File: config.mk
export PLATFORM = sky130hd
export DESIGN_NAME = vc_fifo_buffer
export DESIGN_NICKNAME = d
export VERILOG_FILES = /design/src/rtl/vc_fifo_buffer_pkg.sv /design/src/rtl/vc_fifo_lane.sv /design/src/rtl/vc_fifo_buffer.sv
export SDC_FILE = /design/constraint.sdc
export NUM_CORES = 1
export LEC_CHECK = 0
export BUFFER_PORTS_ARGS = -buffer_cell sky130_fd_sc_hd__buf_2
export CAP_MARGIN = 20
export CORE_MARGIN = 3
export CORE_UTILIZATION = 30
export CTS_CLUSTER_DIAMETER = 100
export DETAILED_ROUTE_END_ITERATION = 7
export PLACE_DENSITY = 0.48
export RECOVER_POWER = 50
export SLEW_MARGIN = 20
export SYNTH_ARGS = -nofsm -noshare
export SYNTH_HDL_FRONTEND = slang
export SYNTH_SLANG_ARGS = --single-unit
File: constraint.sdc
create_clock -name clock -period 1.7 [get_ports clock]
set_input_delay 0.17 -clock clock [delete_from_list [all_inputs] [get_ports clock]]
set_output_delay 0.17 -clock clock [all_outputs]
set_load 0.01 [all_outputs]
File: src/rtl/vc_fifo_buffer_pkg.sv
// Shared defaults and width helpers for the multi-channel input buffer.
// Imported by vc_fifo_lane and vc_fifo_buffer.
package vc_fifo_buffer_pkg;

  localparam int TAM_FLIT   = 16;
  localparam int TAM_BUFFER = 4;
  localparam int TAM_VC     = 2;

  function automatic int vc_width(input int n);
    return (n > 1) ? $clog2(n) : 1;
  endfunction

  function automatic int cnt_width(input int depth);
    return $clog2(depth) + 1;
  endfunction

endpackage

File: src/rtl/vc_fifo_lane.sv
// One virtual-channel circular FIFO: storage, pointers, flags, credit.
// Ports: push_i/pull_i/tail_i in; head/counter/flags/credit/err strobes out.
module vc_fifo_lane
  import vc_fifo_buffer_pkg::*;
#(
  parameter int WIDTH    = TAM_FLIT,
  parameter int DEPTH    = TAM_BUFFER,
  parameter int AF_LEVEL = DEPTH - 1,
  parameter int CW       = cnt_width(DEPTH)
) (
  input  logic             clock,
  input  logic             reset,
  input  logic             push_i,
  input  logic             pull_i,
  input  logic [WIDTH-1:0] tail_i,
  output logic [WIDTH-1:0] head_o,
  output logic [CW-1:0]    counter_o,
  output logic             empty_o,
  output logic             full_o,
  output logic             afull_o,
  output logic             credit_o,
  output logic             ovf_o,
  output logic             udf_o
);

  localparam int PW = $clog2(DEPTH);

  logic [WIDTH-1:0] mem_q [DEPTH];
  logic [PW-1:0]    first_q, first_d;
  logic [PW-1:0]    last_q, last_d;
  logic             full_q, full_d;
  logic             empty_q, empty_d;
  logic             credit_q;
  logic             pull_ok, push_ok;
  logic [CW-1:0]    diff;

  // Wrap at DEPTH-1 so non-power-of-two depths work.
  function automatic logic [PW-1:0] inc(input logic [PW-1:0] p);
    return (p == PW'(DEPTH - 1)) ? '0 : p + 1'b1;
  endfunction

  // Pull is resolved first; a pull frees a slot for a same-cycle push.
  assign pull_ok = pull_i & ~empty_q;
  assign push_ok = push_i & (~full_q | pull_ok);
  assign ovf_o   = push_i & full_q & ~pull_ok;
  assign udf_o   = pull_i & empty_q;

  always_comb begin
    first_d = first_q;
    last_d  = last_q;
    full_d  = full_q;
    empty_d = empty_q;
    if (pull_ok) first_d = inc(first_q);
    if (push_ok) last_d = inc(last_q);
    if (push_ok & ~pull_ok) begin
      empty_d = 1'b0;
      full_d  = (inc(last_q) == first_q);
    end else if (pull_ok & ~push_ok) begin
      full_d  = 1'b0;
      empty_d = (inc(first_q) == last_q);
    end
  end

  always_ff @(posedge clock or negedge reset) begin
    if (!reset) begin
      first_q  <= '0;
      last_q   <= '0;
      full_q   <= 1'b0;
      empty_q  <= 1'b1;
      credit_q <= 1'b0;
    end else begin
      first_q  <= first_d;
      last_q   <= last_d;
      full_q   <= full_d;
      empty_q  <= empty_d;
      credit_q <= pull_ok;
    end
  end

  always_ff @(posedge clock) begin
    if (push_ok) mem_q[last_q] <= tail_i;
  end

  always_comb begin
    diff = CW'(last_q) - CW'(first_q);
    if (last_q < first_q) diff = diff + CW'(DEPTH);
    counter_o = full_q ? CW'(DEPTH) : diff;
  end

  assign head_o   = mem_q[first_q];
  assign empty_o  = empty_q;
  assign full_o   = full_q;
  assign afull_o  = (counter_o >= CW'(AF_LEVEL));
  assign credit_o = credit_q;

endmodule

File: src/rtl/vc_fifo_buffer.sv
// Router input buffer: NUM_VC FIFOs on one write port, sticky errors.
// Ports: push/push_vc/tail/pull in; head/counter/flags/credit/errors out.
module vc_fifo_buffer
  import vc_fifo_buffer_pkg::*;
#(
  parameter int WIDTH    = TAM_FLIT,
  parameter int DEPTH    = TAM_BUFFER,
  parameter int NUM_VC   = TAM_VC,
  parameter int AF_LEVEL = DEPTH - 1,
  localparam int VCW     = vc_width(NUM_VC),
  localparam int CW      = cnt_width(DEPTH)
) (
  input  logic                    clock,
  input  logic                    reset,
  input  logic                    push,
  input  logic [VCW-1:0]          push_vc,
  input  logic [WIDTH-1:0]        tail,
  input  logic [NUM_VC-1:0]       pull,
  output logic [NUM_VC*WIDTH-1:0] head,
  output logic [NUM_VC*CW-1:0]    counter,
  output logic [NUM_VC-1:0]       empty,
  output logic [NUM_VC-1:0]       full,
  output logic [NUM_VC-1:0]       almost_full,
  output logic [NUM_VC-1:0]       credit,
  output logic                    overflow,
  output logic                    underflow
);

  logic [NUM_VC-1:0] ovf_s, udf_s;
  logic              bad_vc;
  logic              ovf_q, ovf_d;
  logic              udf_q, udf_d;

  assign bad_vc = push & (32'(push_vc) >= NUM_VC);

  for (genvar v = 0; v < NUM_VC; v++) begin : g_lane
    vc_fifo_lane #(
      .WIDTH    (WIDTH),
      .DEPTH    (DEPTH),
      .AF_LEVEL (AF_LEVEL),
      .CW       (CW)
    ) u_lane (
      .clock     (clock),
      .reset     (reset),
      .push_i    (push & (push_vc == VCW'(v))),
      .pull_i    (pull[v]),
      .tail_i    (tail),
      .head_o    (head[v*WIDTH +: WIDTH]),
      .counter_o (counter[v*CW +: CW]),
      .empty_o   (empty[v]),
      .full_o    (full[v]),
      .afull_o   (almost_full[v]),
      .credit_o  (credit[v]),
      .ovf_o     (ovf_s[v]),
      .udf_o     (udf_s[v])
    );
  end

  assign ovf_d = ovf_q | (|ovf_s) | bad_vc;
  assign udf_d = udf_q | (|udf_s);

  always_ff @(posedge clock or negedge reset) begin
    if (!reset) begin
      ovf_q <= 1'b0;
      udf_q <= 1'b0;
    end else begin
      ovf_q <= ovf_d;
      udf_q <= udf_d;
    end
  end

  assign overflow  = ovf_q;
  assign underflow = udf_q;

endmodule

==> flow_results.org <==
** Outcome
- The run finished, with violations left.
- Failing checks :: negative setup slack

** Place
- DP HPWL :: 7100 um
- Buffers added on ports :: 69
- Routability Congestion :: 0.717
- At the placement stage, the worst setup path has a slack of 0.0140 ns.

** STA
- Slack of the critical path :: -0.212 ns
- Timing would allow up to 0.523 GHz.
- Setup repair after global routing missed its margin :: true
- Skew final :: 0.00346 ns
- Share of the clock period used by the worst path after layout :: 112%
- Final setup TNS :: -6.09 ns
- Headroom to the max-slew limit :: 37.0%
- Subtracting the final worst setup slack from the clock period gives 1.91 ns.
- At the pin with the least slew margin, the transition time is 0.946 ns.
- Setup violations remaining at the end of the flow were counted as 36.
- Number of failing hold endpoints at the final stage :: 0
- Final-report max-slew violation count :: 0

** Setup path
- The startpoint identified for the worst register-to-register timing path is g_lane[0].u_lane.empty_o.
- The worst setup path is launched from a flop.
- At the worst endpoint, the required time is 1.53 ns.
- CP Max Fanout :: 3
- CP Data Arrival Time :: 1.74 ns
- STA classifies the critical path endpoint as a primary output.
- The critical path is of the flop to primary output type.
- Worst setup path start :: g_lane[1].u_lane.first_q[0]

** Pwr
- For this design the total switching power over the nets is 0.00407 W.
- The worst-case IR drop observed on VDD is 625 uV.
- Per report_power, the sequential group accounts for 34.0% of the total.
- Leakage :: 2.65 nW
- The internal power of the cells totals 0.00958 W.
- The clock network accounts for 27.5% of the total power.
- Power density cells :: 1810 nW/um2
- Comb pwr share :: 38.5%
- Net switching is 29.8% of the power.

** Routing
- After the first detailed-routing iteration, the DRC count stood at 110.
- The count of nets left with antenna violations once routing finished came out at 0.
- Routed wire length per instance :: 18.2 um
- The first detailed-routing pass ran for 4 iterations.
- Routed wire length :: 11700 um
- In the routed layout, each cell is associated on average with a via count of 4.34.
- Number of DRC violations after detailed routing :: 0
- Across all layers, the routed design uses 2787 vias.

** Synthesis
- Summed over all instances, the cell type with the most area after synthesis is sky130_fd_sc_hd__edfxtp_1.
- Cell types occupying the most area after synthesis :: sky130_fd_sc_hd__edfxtp_1 66%, sky130_fd_sc_hd__mux4_2 7.0%, sky130_fd_sc_hd__mux4_1 6.3%
- Sequential elements use 72.9% of the synthesized area.
- Synth warn :: 0
- Averaged over all synthesized cells, the footprint is 21.3 um2.
- Synth Net Count :: 309
- Post-Synthesis Cell Area :: 5830 um2
- Yosys mapped the design onto 24 distinct sky130hd cell types.
- The synthesized design devotes to its leading area cell type 66.0% of total area.
- Synthesis produced a netlist whose cell count is 273.
- Synthesis-stage register bit count :: 144

** Floorplanning
- Number of rows created at floorplan :: 50
- After floorplanning, the core was sized to cover 18900 um2.
- Initial standard-cell utilization of the core :: 30.8%
- Floorplan die area :: 21100 um2
- From left edge to right edge, the die measures 145 um.
- For this design the top-level I/O count stands at 70.
- Height of the chip :: 145 um

** Cells and area
- Nets@finish :: 405
- N_diodes :: 0
- The post-route netlist has 42.1% of its cells at a drive strength greater than 1.
- The area growth from synthesis to layout is 29.5%.
- Fill cell count :: 1759

** GRT
- For this run, the total global-route usage over all layers was measured as 11.5%.
- Global-route wire length before repair :: 18000 um
- Summed over all layers, the global routing overflow is 0.
- Antenna violations before repair :: 1
- Pin count of the biggest net entering global routing :: 21
- Via count of the first global-routing pass :: 3061

** Hold path
- The path class of the tightest hold or removal check is input port to flop.
- The worst hold path begins at tail[0].

** Clock tree
- The tree is rooted in a sky130_fd_sc_hd__clkbuf_16.
- TritonCTS created 17 clock buffers.
- Clock-pin slew was measured on the worst setup and hold paths at 0.06 ns.
- Num Clock Sinks :: 144
- Number of H-tree levels :: 4
- TritonCTS built the clock tree.
- At the later pin of the worst-skew pair, clock insertion delay measures 0.41 ns.
- Maximum clock insertion buffer count :: 2

** Run
- Max-capacitance violation count :: 0
## cells in the final DEF (no fill, tap or decap), drive strengths merged
cell type,netlist,routed
a221o,1,1
bufinv,0,3
edfxtp,128,128
xnor2,5,5
o41ai,4,4
dfstp,2,2
clkinvlp,0,1
buf,20,72
dlygate4sd3,0,4
nor2,8,8
a21oi,2,2
ha,14,14
o21bai,2,2
o221ai,1,1
mux2,8,8
inv,9,14
dfrtp,14,14
nand2b,3,3
clkinv,0,6
and2,8,8
mux4,32,32
clkbuf,0,38
nand2,7,7
xor2,5,5
## flip-flops by register name (all words and copies together) (netlist names)
register                count
g_lane.u_lane.credit_o      2
underflow                   1
g_lane.u_lane.first_q       4
overflow                    1
g_lane.u_lane.last_q        4
g_lane.u_lane.empty_o       2
g_lane.u_lane.mem_q       128
g_lane.u_lane.full_o        2
## kinds of logic after synthesis
logic type,count (synthesis),synth area share [%]
buf+inv,29,3.67
flops,144,72.9
mux,40,14.8
compound gates,10,1.74
fa+ha+maj,14,3.01
xor+xnor,10,1.50
simple gates,26,2.40
## cell usage after synthesis
cell,number
sky130_fd_sc_hd__inv_1,9
sky130_fd_sc_hd__dfrtp_1,14
sky130_fd_sc_hd__nand2b_1,3
sky130_fd_sc_hd__xnor2_1,5
sky130_fd_sc_hd__nand2_1,7
sky130_fd_sc_hd__o21bai_1,2
sky130_fd_sc_hd__buf_12,2
sky130_fd_sc_hd__buf_2,4
sky130_fd_sc_hd__nor2_1,6
sky130_fd_sc_hd__mux2_2,8
sky130_fd_sc_hd__buf_4,10
sky130_fd_sc_hd__o41ai_1,4
sky130_fd_sc_hd__mux4_2,18
sky130_fd_sc_hd__xor2_1,5
sky130_fd_sc_hd__o221ai_1,1
sky130_fd_sc_hd__ha_1,14
sky130_fd_sc_hd__and2_1,8
sky130_fd_sc_hd__mux4_1,14
sky130_fd_sc_hd__edfxtp_1,128
sky130_fd_sc_hd__a221o_1,1
sky130_fd_sc_hd__buf_6,4
sky130_fd_sc_hd__dfstp_2,2
sky130_fd_sc_hd__nor2_4,2
sky130_fd_sc_hd__a21oi_4,2
## path summary, 6_finish.rpt
path                            slack, ns                           end  cells past startpoint
worst max-delay path                -0.21                almost_full[1]                      6
worst min register to register       0.48                      overflow                      2
worst max register to register       0.03      g_lane[0].u_lane.empty_o                      4
max in group asynchronous            0.64   g_lane[0].u_lane.first_q[0]                      2
worst min-delay path                 0.11  g_lane[0].u_lane.mem_q[1][0]                      1
min in group asynchronous            0.42     g_lane[1].u_lane.credit_o                      2
## worst max-delay path, stage by stage, from the launching register on
cell and delay, ns:
sky130_fd_sc_hd__dfrtp_2 0.45, sky130_fd_sc_hd__buf_6 0.14, sky130_fd_sc_hd__ha_4 0.14, sky130_fd_sc_hd__xor2_1 0.14, sky130_fd_sc_hd__xnor2_1 0.15, sky130_fd_sc_hd__o21bai_1 0.15, sky130_fd_sc_hd__buf_2 0.15
## metal layers
metal	vias up	part of all wire [%]	track usage [%]
li1	1276	-	-
met1	1426	47	15.3
met2	63	48	17.6
met3	20	3.9	3.49
met4	2	1.9	4.70
met5	-	0.11	0
## cell type report
class / count / area (um2) / area share, %
multi-input combinational: 100 / 1380 / 18.3
tap: 260 / 325 / 4.31
timing repair buffer: 97 / 948 / 12.6
sequential: 144 / 4250 / 56.3
clock inverter: 15 / 180 / 2.39
inverter: 9 / 33.8 / 0.448
clock buffer: 17 / 425 / 5.64
## power by group through the flow
stage | registers (W) | clock network, W | logic [W]
after floorplan | 0.00458 | 0 | 0.00283
after global placement | 0.00466 | 0 | 0.00419
after detailed placement | 0.00468 | 0 | 0.00421
after CTS | 0.00464 | 0.00387 | 0.00504
after global routing | 0.00470 | 0.00402 | 0.00569
final | 0.00465 | 0.00375 | 0.00525
## metrics by stage
| step | hold WS (ns) | std cells | util [%] | power [W] | instance area (um2) |
|---|---|---|---|---|---|
| after floorplan | -0.126 | 273 | - | 0.00742 | 5830 |
| after global placement | 0.126 | 598 | 34.9 | 0.00884 | 6590 |
| after detailed placement | 0.122 | 598 | 34.9 | 0.00889 | 6590 |
| after CTS | 0.00814 | 637 | 39.4 | 0.0135 | 7440 |
| after global routing | 0.115 | 642 | 39.9 | 0.0144 | 7550 |
| final | 0.105 | 642 | 39.9 | 0.0137 | 7550 |
## repair_timing
item,in CTS,in global routing
setup buffers,2,5
hold buffers,4,0
pin swaps,2,7
resized for setup,49,20
hold endpoints to repair,25,0
setup endpoints to repair,39,41
gates cloned,1,1
(Power assumes the default switching activity.)
